File: src/rtl/mem_arbiter.sv
// Two-port memory arbiter: shares one external bus between instruction fetch and
// load/store, with data-burst fairness toward fetch and a bus-busy timeout.
module mem_arbiter #(
    parameter int MAX_DATA_BURST = 4,
    parameter int TIMEOUT        = 255
) (
    input  logic        clk,
    input  logic        nrst,
    input  logic        instr_req,
    input  logic [31:0] instr_addr,
    output logic [31:0] instr_rdata,
    output logic        instr_valid,
    input  logic        data_read,
    input  logic        data_write,
    input  logic [31:0] data_addr,
    input  logic [31:0] data_wdata,
    output logic [31:0] data_rdata,
    output logic        data_valid,
    output logic        err,
    output logic        bus_read,
    output logic        bus_write,
    output logic [31:0] bus_addr,
    output logic [31:0] bus_wdata,
    input  logic [31:0] bus_rdata,
    input  logic        bus_busy,
    output logic        grant_data,
    output logic [1:0]  state
);

    typedef enum logic [1:0] {
        S_IDLE  = 2'd0,
        S_ISSUE = 2'd1,
        S_WAIT  = 2'd2,
        S_DONE  = 2'd3
    } state_t;

    localparam logic [2:0] MAX_BURST_V = 3'(MAX_DATA_BURST);
    localparam logic [7:0] TIMEOUT_V   = 8'(TIMEOUT);

    state_t      r_state;
    state_t      w_state_next;
    logic [2:0]  r_burst_cnt;
    logic [7:0]  r_wait_cnt;
    logic        r_op_write;
    logic        r_grant_data;
    logic [31:0] r_instr_rdata;
    logic [31:0] r_data_rdata;
    logic        r_instr_valid;
    logic        r_data_valid;
    logic        r_err;
    logic        r_bus_read;
    logic        r_bus_write;
    logic [31:0] r_bus_addr;
    logic [31:0] r_bus_wdata;

    logic w_data_req;
    logic w_any_req;
    logic w_pick_instr;
    logic w_pick_write;
    logic w_timeout;
    logic w_wait_done;

    assign w_data_req   = data_read | data_write;
    assign w_any_req    = instr_req | w_data_req;
    // Fetch only wins a contested grant once the data port has used up its burst allowance.
    assign w_pick_instr = instr_req & (~w_data_req | (r_burst_cnt == MAX_BURST_V));
    assign w_pick_write = ~w_pick_instr & data_write;
    assign w_timeout    = bus_busy & (r_wait_cnt == TIMEOUT_V);
    assign w_wait_done  = ~bus_busy | w_timeout;

    always_ff @(posedge clk or negedge nrst) begin
        if (!nrst) begin
            r_state <= S_IDLE;
        end else begin
            r_state <= w_state_next;
        end
    end

    always_comb begin
        w_state_next = r_state;
        case (r_state)
            S_IDLE:  if (w_any_req) w_state_next = S_ISSUE;
            S_ISSUE: w_state_next = S_WAIT;
            S_WAIT:  if (w_wait_done) w_state_next = S_DONE;
            S_DONE:  w_state_next = S_IDLE;
            default: w_state_next = S_IDLE;
        endcase
    end

    always_ff @(posedge clk or negedge nrst) begin
        if (!nrst) begin
            r_burst_cnt   <= '0;
            r_wait_cnt    <= '0;
            r_op_write    <= 1'b0;
            r_grant_data  <= 1'b0;
            r_instr_rdata <= '0;
            r_data_rdata  <= '0;
            r_instr_valid <= 1'b0;
            r_data_valid  <= 1'b0;
            r_err         <= 1'b0;
            r_bus_read    <= 1'b0;
            r_bus_write   <= 1'b0;
            r_bus_addr    <= '0;
            r_bus_wdata   <= '0;
        end else begin
            // Strobes, valids and err are single-cycle pulses.
            r_bus_read    <= 1'b0;
            r_bus_write   <= 1'b0;
            r_instr_valid <= 1'b0;
            r_data_valid  <= 1'b0;
            r_err         <= 1'b0;
            case (r_state)
                S_IDLE: begin
                    if (w_any_req) begin
                        r_grant_data <= ~w_pick_instr;
                        r_op_write   <= w_pick_write;
                        r_bus_read   <= ~w_pick_write;
                        r_bus_write  <= w_pick_write;
                        r_bus_addr   <= w_pick_instr ? instr_addr : data_addr;
                        r_bus_wdata  <= w_pick_write ? data_wdata : 32'd0;
                        if (w_pick_instr || !instr_req) begin
                            r_burst_cnt <= '0;
                        end else if (r_burst_cnt != MAX_BURST_V) begin
                            r_burst_cnt <= r_burst_cnt + 3'd1;
                        end
                    end
                end
                S_ISSUE: begin
                    r_wait_cnt <= '0;
                end
                S_WAIT: begin
                    if (w_wait_done) begin
                        r_err <= w_timeout;
                        if (r_grant_data) begin
                            r_data_valid <= 1'b1;
                            if (!r_op_write) r_data_rdata <= w_timeout ? 32'd0 : bus_rdata;
                        end else begin
                            r_instr_valid <= 1'b1;
                            r_instr_rdata <= w_timeout ? 32'd0 : bus_rdata;
                        end
                    end else begin
                        r_wait_cnt <= r_wait_cnt + 8'd1;
                    end
                end
                default: ;
            endcase
        end
    end

    assign instr_rdata = r_instr_rdata;
    assign instr_valid = r_instr_valid;
    assign data_rdata  = r_data_rdata;
    assign data_valid  = r_data_valid;
    assign err         = r_err;
    assign bus_read    = r_bus_read;
    assign bus_write   = r_bus_write;
    assign bus_addr    = r_bus_addr;
    assign bus_wdata   = r_bus_wdata;
    assign grant_data  = r_grant_data;
    assign state       = r_state;

endmodule

File: config.mk
export PLATFORM = sky130hd
export DESIGN_NAME = mem_arbiter
export DESIGN_NICKNAME = d
export VERILOG_FILES = /design/src/rtl/mem_arbiter.sv
export SDC_FILE = /design/constraint.sdc
export NUM_CORES = 1
export LEC_CHECK = 0
export BUFFER_PORTS_ARGS = -buffer_cell sky130_fd_sc_hd__buf_2
export CAP_MARGIN = 20
export CORE_MARGIN = 5
export CORE_UTILIZATION = 47
export DETAILED_ROUTE_END_ITERATION = 7
export MAX_ROUTING_LAYER = met4
export PLACE_DENSITY = 0.77
export SLEW_MARGIN = 25
export SYNTH_ARGS = -nofsm -noshare
export SYNTH_HDL_FRONTEND = slang
export SYNTH_SLANG_ARGS = --single-unit
File: constraint.sdc
create_clock -name clk -period 2.4 [get_ports clk]
set_clock_uncertainty 0.05 [all_clocks]
set_input_delay 0.48 -clock clk [delete_from_list [all_inputs] [get_ports clk]]
set_output_delay 0.48 -clock clk [all_outputs]
set_load 0.02 [all_outputs]
# After elaboration in Yosys (flattened, before gate mapping)
# Cells that the tools add are included.
# word_totals
wordCells	71
regBits	148
input_bits	134
output_inout_bits	136
# op_classes
n_addsub	2
reduce_logical	11
mux	22
bitwise	13
n_eq_ne	9
# ops
operator	count
two-way mux 32 bit	3
one-hot mux 8 bit (2 select lines)	1
two-way mux 1 bit	12
adder 8 x 1 -> 8 bit (second input constant)	1
equality test 8 bit (second input constant)	1
two-way mux 8 bit	1
one-hot mux 2 bit (4 select lines)	1
two-way mux 3 bit	2
inequality test 2 bit (second input constant)	3
NOT 1 bit	6
AND reduction 2 bit	3
AND reduction 3 bit	2
equality test 2 bit (second input constant)	2
two-way mux 2 bit	2
OR 1 bit	4
AND reduction 4 bit	1
nonzero test 2 bit	2
adder 3 x 1 -> 3 bit (second input constant)	1
bitwise AND 1 bit	3
equality test 3 bit (second input constant)	1
inequality test 3 bit (second input constant)	1
equality test 2 x 1 -> 1 bit (second input constant)	1
logical NOT 2 bit	1
logical NOT 1 bit	1
logical OR 1 bit	1

# Depth between registers and ports, before layout
# Gate-level depths: netlist (run 1).
# logic_depth
depth_word	9
ltp_mapped	9
ltp_nobuf	6

# Least setup slack after synthesis (run 1)
# No wires, ideal clock.
# synth_timing
path_kind	register -> register
startpoint	register r_state[0] (netlist: state[0])
endpoint	register r_data_rdata[0] (netlist: data_rdata[0])
path_stages_with_launch	10
arrival_ns	1.694
setup_ns	0.130
setup_slack_ns	0.526
synth_period_minus_slack_ns	1.874
cell_sequence	dfrtp_1 > inv_1 > ha_1 > buf_2 > nand2_1 > or2_1 > clkbuf_1 > nand2b_4 > buf_2 > o2bb2ai_1
# synth_via
elab_chain_cells	2
# synth_lines
element	line_no	text
from (decl)	40	state_t r_state;
from (signal assigned)	75	r_state <= w_state_next;
equality test 2 bit	112	case (r_state)
AND reduction 4 bit (no line)	n/a	
to (signal assigned)	136	if (!r_op_write) r_data_rdata <= w_timeout ? 32'd0 : bus_rdata;
to (decl)	47	logic [31:0] r_data_rdata;
# No other way between the ends.
# A chain may end at the register's enable or synchronous reset.

# Worst setup path after layout (run 1)
# layout_timing
startpoint	register r_wait_cnt[0]
endpoint	register r_instr_rdata[21] (netlist: instr_rdata[21])
# layout_via
elab_chain_cells	4
word_cells_on_any_way	5
# layout_lines
element	line_no	text
from (decl)	43	logic [7:0] r_wait_cnt;
from (signal assigned)	142	r_wait_cnt <= r_wait_cnt + 8'd1;
equality test 8 bit *	68	assign w_timeout = bus_busy & (r_wait_cnt == TIMEOUT_V);
bitwise AND 1 bit *	68	
OR 1 bit	69	assign w_wait_done = ~bus_busy | w_timeout;
AND reduction 3 bit (no line)	n/a	
to (signal assigned)	139	r_instr_rdata <= w_timeout ? 32'd0 : bus_rdata;
to (decl)	46	logic [31:0] r_instr_rdata;
# Every way passes the cells marked *; elsewhere a longest branch is shown, timed or not.

==> impl_metrics.json, run 1 <==
{
  "grt_max_degree": 72,
  "globalplace.congestion": 0.8348,
  "coreArea_um2": 12620,
  "hold_viol": 0,
  "synth_cells": 496,
  "cts_buffer_depth": 2,
  "fmax_mhz": 483.5,
  "path_cells": "ha_1 > nand4_1 > o21ai_2 > nand2_2 > a32o_1",
  "met3WireLength_mm": 1.393,
  "synth_edf_count": 0,
  "slowest_stage": "nand2_2",
  "path_clk_slew_ns": 0.06,
  "ys_seq_elements": 148,
  "ir_drop_uv": 684.4,
  "clk_latency_ns": 0.41,
  "status": "finished clean",
  "grt_pass1_wl_mm": 26.51,
  "drive_above_1_share_pct": 41.69,
  "relSlewSlack_pct": 43.19,
  "drv_cap": 0,
  "synth_flop_cell": "dfrtp_1",
  "cts.sinks": 148,
  "setup-tns-final_ns": 0,
  "power.density_nw_per_um2": 1410,
  "synth_fp_nets": 637,
  "fin_cells": 947,
  "tightest_slew_ns": 0.8503,
  "yosys_warnings": 0,
  "slew_violations": 0,
  "cp_slowest_stage_delay_ns": 0.43,
  "end_kind": "register",
  "hp-class": "in -> reg",
  "area_delta_synth_final_pct": 35.89,
  "setup_violations": 0,
  "crit_path_start_kind": "register",
  "cts_root_buffer": "clkbuf_16",
  "wl_met1_mm": 6.887,
  "routed-wl-met2_mm": 8.429,
  "die-width_um": 123.6,
  "vias_per_cell": 5.435,
  "crit_arrival_ns": 2.31,
  "fin_nets": 898,
  "htree_num_levels": 4,
  "fin_crit_ns": 2.068,
  "cts_made_buffers": 17,
  "p_leak_nw": 4.425,
  "timing.final.crit_share_pct": 86.18,
  "dr.pass1.iters": 5,
  "rows": 41,
  "vias": 5147,
  "final_antenna_net_count": 0,
  "async_reset_ff_share_pct": 100.0,
  "io_pins": 270,
  "yosysUniqueCellTypes": 44,
  "antenna_found_initial": 5,
  "place_inst": 909,
  "drc_errors": 0,
  "wl_per_cell_um": 17.96,
  "crit_fanout": 33,
  "ys_seq_area_share_pct": 61.08,
  "first_global_vias": 5322,
  "grt_usage_pct": 23.19,
  "dp_hpwl_mm": 12.50,
  "worstPathRequired_ns": 2.64,
  "synth.avg_cell_area_um2": 12.22,
  "layout_common_cells": "268 x buf_2, 148 x dfrtp_1, 74 x nand2_1, 33 x o2bb2ai_1, 33 x mux2i_1",
  "die_h_um": 123.6,
  "dr.first_iter.drc_count": 299,
  "io_buffers": 269,
  "gr-total-overflow": 0,
  "crit_type": "reg -> reg",
  "synthesis.area_um2": 6063,
  "drt_wl_total_mm": 17.01,
  "top_layer_used": "met4",
  "final_common_cell": "buf_2",
  "post_cts_buffers": 0,
  "initial_utilization_pct": 48.05,
  "rsz0062_at_grt": "false",
  "cts_tree": "yes",
  "dieArea_um2": 15270
}
## power by group
group | internal (mW) | switching (mW) | leakage [nW]
Sequential | 3.54 | 0.613 | 1.89
Clock | 1.87 | 1.00 | 0.311
Combinational | 1.73 | 2.86 | 2.23
## through the flow
| stage | total power, mW | setup WS, ns | cell area (um2) | util (%) | hold WS (ns) |
|---|---|---|---|---|---|
| 2_1_floorplan | 7.066 | 0.5261 | 6063 | - | 0.1344 |
| 6_report | 11.62 | 0.3317 | 8239 | 65.29 | 0.2358 |
| 3_5_place_dp | 8.790 | 0.3495 | 7569 | 59.97 | 0.4017 |
| 5_1_grt | 12.28 | 0.1623 | 8239 | 65.29 | 0.2239 |
| 4_1_cts | 11.71 | 0.3475 | 8227 | 65.19 | 0.2119 |
| 3_3_place_gp | 8.616 | 0.4170 | 7569 | 59.97 | 0.3914 |
## final cells by class
type	count	area, um2
antenna	5	12.51
clock buffer	20	446.7
clock inverter	12	201.4
fill	1030	4380
inverter	9	33.78
multi-input combinational	299	2136
sequential	148	3704
tap	172	215.2
timing repair buffer	282	1490
## metal layers
metal | track usage [%] | up-vias
met5 | - | -
met4 | 9.481 | 0
li1 | - | 2362
met2 | 36.53 | 246
met1 | 28.48 | 2517
met3 | 6.312 | 22
## critical path, delay by kind of cell (launching register included)
kind | cells | cell delay (ns)
and+or+nand+nor | 2 | 0.61
DFF | 1 | 0.40
AOI/OAI and AO/OA | 2 | 0.62
adders and majority gates | 1 | 0.27
## sequential cells by signal (all words and copies together) (netlist names)
name,count
instr_valid,1
err,1
bus_wdata,32
state,2
bus_addr,32
bus_read,1
data_valid,1
r_burst_cnt,3
data_rdata,32
r_wait_cnt,8
r_op_write,1
grant_data,1
bus_write,1
instr_rdata,32
## Yosys cell counts (all sizes together) (3+ instances only)
library cell    n  area, um2
o2bb2ai        34      304.0
ha              7      87.58
mux2i          33      330.3
and3            3      18.77
a22o           32      280.3
nand2          76      290.3
o21ai          37      188.9
buf            25      150.1
a21oi           4      20.02
inv             9      33.79
a32o           31      310.3
nand3          12      60.06
dfrtp         148       3704
nand2b          4      32.53
clkbuf         15      56.30
## path summary, 6_finish.rpt
| path | start | end | slack, ns | cells past startpoint |
|---|---|---|---|---|
| min in group asynchronous | nrst | instr_rdata[0] | 0.53 | 2 |
| worst max-delay path | r_wait_cnt[0] | instr_rdata[21] | 0.33 | 5 |
| max in group asynchronous | nrst | r_burst_cnt[0] | 1.12 | 3 |
| worst min-delay path | data_wdata[24] | bus_wdata[24] | 0.24 | 2 |
| worst max register to register | r_wait_cnt[0] | instr_rdata[21] | 0.33 | 5 |
| worst min register to register | data_rdata[28] | data_rdata[28] | 0.43 | 1 |
## kinds of logic after synthesis
logic type | count (synthesis) | synth area share [%]
AO/OA/AOI/OAI | 149 | 19.67
flip-flops | 148 | 61.08
AND/OR/NAND/NOR | 107 | 7.883
buffers and inverters | 49 | 3.962
multiplexers | 35 | 5.819
adder cells (fa/ha/maj) | 7 | 1.444
XOR/XNOR | 1 | 0.1445
## repair_timing
item | in CTS | in global routing
resized for setup | 0 | 0
hold endpoints to repair | 46 | 0
hold buffers | 1 | 0
(Power assumes the default switching activity.)
==> inputs of run 2 (changes only) <==
--- a/config.mk
+++ b/config.mk
@@ -9,6 +9,7 @@
 export CAP_MARGIN = 20
 export CORE_MARGIN = 5
 export CORE_UTILIZATION = 47
+export CTS_BUF_LIST = sky130_fd_sc_hd__clkbuf_8 sky130_fd_sc_hd__clkbuf_16
 export DETAILED_ROUTE_END_ITERATION = 7
 export MAX_ROUTING_LAYER = met4
 export PLACE_DENSITY = 0.77
==> run 2 against run 1 <==
Net effect: die area stayed put; fmax is 0.77% lower; non-clock buffer count stayed put; cell area stayed put; clock power hardly changed; sequential cell count stayed put; count of clock-buffer cells in the layout is 2 lower; sequential share of layout area stayed put; total power hardly changed; final cell count stayed put.
==> impl_metrics.json, run 2 (synthesis gave the netlist of run 1 again) <==
{
  "cp_slowest_stage_delay_ns": 0.44,
  "dieArea_um2": 15270,
  "setup-tns-final_ns": 0,
  "crit_type": "reg -> reg",
  "coreArea_um2": 12620,
  "cts.sinks": 148,
  "gr-total-overflow": 0,
  "slowest_stage": "nand2_2",
  "vias_per_cell": 5.415,
  "io_pins": 270,
  "cts_buffer_depth": 2,
  "antenna_found_initial": 5,
  "die-width_um": 123.6,
  "switching_share_pct": 38.57,
  "dp_hpwl_mm": 12.50,
  "crit_fanout": 33,
  "rsz0062_at_grt": "false",
  "first_global_vias": 5322,
  "fmax_mhz": 479.8,
  "globalplace.congestion": 0.8348,
  "final_common_cell": "buf_2",
  "relSlewSlack_pct": 44.17,
  "htree_num_levels": 4,
  "status": "finished clean",
  "clk_latency_ns": 0.41,
  "dr.first_iter.drc_count": 299,
  "timing.final.crit_share_pct": 86.84,
  "p_comb_share_pct": 39.5,
  "crit_arrival_ns": 2.33,
  "die_h_um": 123.6,
  "hp-class": "in -> reg",
  "drt_wl_total_mm": 17.01,
  "layout_common_cells": "268 x buf_2, 148 x dfrtp_1, 74 x nand2_1, 33 x o2bb2ai_1, 33 x mux2i_1",
  "dr.pass1.iters": 5,
  "pwr-share-clk_pct": 24.7,
  "worstPathRequired_ns": 2.64,
  "grt_usage_pct": 23.19,
  "final_antenna_net_count": 0,
  "vias": 5128,
  "rows": 41,
  "drv_cap": 0,
  "cts_tree": "yes",
  "finalPower_mw": 11.61,
  "path_cells": "ha_1 > nand4_1 > o21ai_2 > nand2_2 > a32o_1",
  "final_util_pct": 65.29,
  "drive_above_1_share_pct": 41.69,
  "fin_nets": 898,
  "io_buffers": 269,
  "p_leak_nw": 4.433,
  "power_frac_seq_pct": 35.7,
  "drc_errors": 0,
  "cts_root_buffer": "clkbuf_16",
  "grt_max_degree": 72,
  "ctsResizeCount": 0,
  "fin_crit_ns": 2.084,
  "ir_drop_uv": 684.3,
  "p_int_mw": 7.132,
  "crit_buf_inv": 0,
  "hold_viol": 0,
  "cts_hold_buf": 1,
  "slew_violations": 0,
  "grt_pass1_wl_mm": 26.51,
  "post_cts_buffers": 0,
  "path_clk_slew_ns": 0.06,
  "fillers": 1030,
  "area_delta_synth_final_pct": 35.89,
  "p_switching_mw": 4.478,
  "setup_violations": 0,
  "crit_path_start_kind": "register",
  "power.density_nw_per_um2": 1409,
  "wl_per_cell_um": 17.96,
  "initial_utilization_pct": 48.05,
  "end_kind": "register",
  "crit_family": "compound AO/OA/AOI/OAI gates",
  "tightest_slew_ns": 0.8358,
  "cts_made_buffers": 17
}
## run 2: worst paths after layout
check	start	endpoint	slack [ns]	cells past startpoint
max reg2reg	r_wait_cnt[0]	instr_rdata[21]	0.32	5
min reg2reg	data_rdata[28]	data_rdata[28]	0.43	1
min	data_wdata[24]	bus_wdata[24]	0.23	2
max	r_wait_cnt[0]	instr_rdata[21]	0.32	5
max in group asynchronous	nrst	r_burst_cnt[0]	1.12	3
min in group asynchronous	nrst	instr_rdata[0]	0.53	2
## run 2: final cells by class
type,count,area (um2),area share (%)
timing repair buffer,282,1490,18.09
inverter,9,33.78,0.4100
sequential,148,3704,44.95
clock inverter,14,209.0,2.536
multi-input combinational,299,2136,25.92
antenna,5,12.51,0.1519
tap,172,215.2,2.612
clock buffer,18,439.2,5.330
## run 2: metrics by stage
| stage | setup WS (ns) | instance area (um2) | hold slack, ns | instances |
|---|---|---|---|---|
| after floorplan | 0.5261 | 6063 | 0.1344 | 496 |
| after global placement | 0.4170 | 7569 | 0.3914 | 909 |
| after detailed placement | 0.3495 | 7569 | 0.4017 | 909 |
| after CTS | 0.3475 | 8227 | 0.2119 | 942 |
| after global routing | 0.1623 | 8239 | 0.2238 | 947 |
| final | 0.3157 | 8239 | 0.2348 | 947 |
## run 2: power by group through the flow
stage / sequential (mW) / combinational [mW] / clock (mW)
global route: 4.27 / 4.96 / 3.04
finish: 4.15 / 4.59 / 2.87
detailed placement: 4.14 / 4.65 / 0
global placement: 4.12 / 4.50 / 0
CTS: 4.14 / 4.64 / 2.92
floorplan: 5.31 / 1.75 / 0
## run 2: routing by layer
metal	up-vias	share of wire (%)	global-route usage (%)
met5	-	0	-
met3	24	8.2	6.312
met1	2499	40	28.48
met4	0	1.9	9.481
met2	243	49	36.53
li1	2362	-	-
## run 2: worst reg2reg max path: stages, from the launching register on
cell and delay, ns:
dfrtp_1 0.40, ha_1 0.27, nand4_1 0.18, o21ai_2 0.24
nand2_2 0.44, a32o_1 0.40
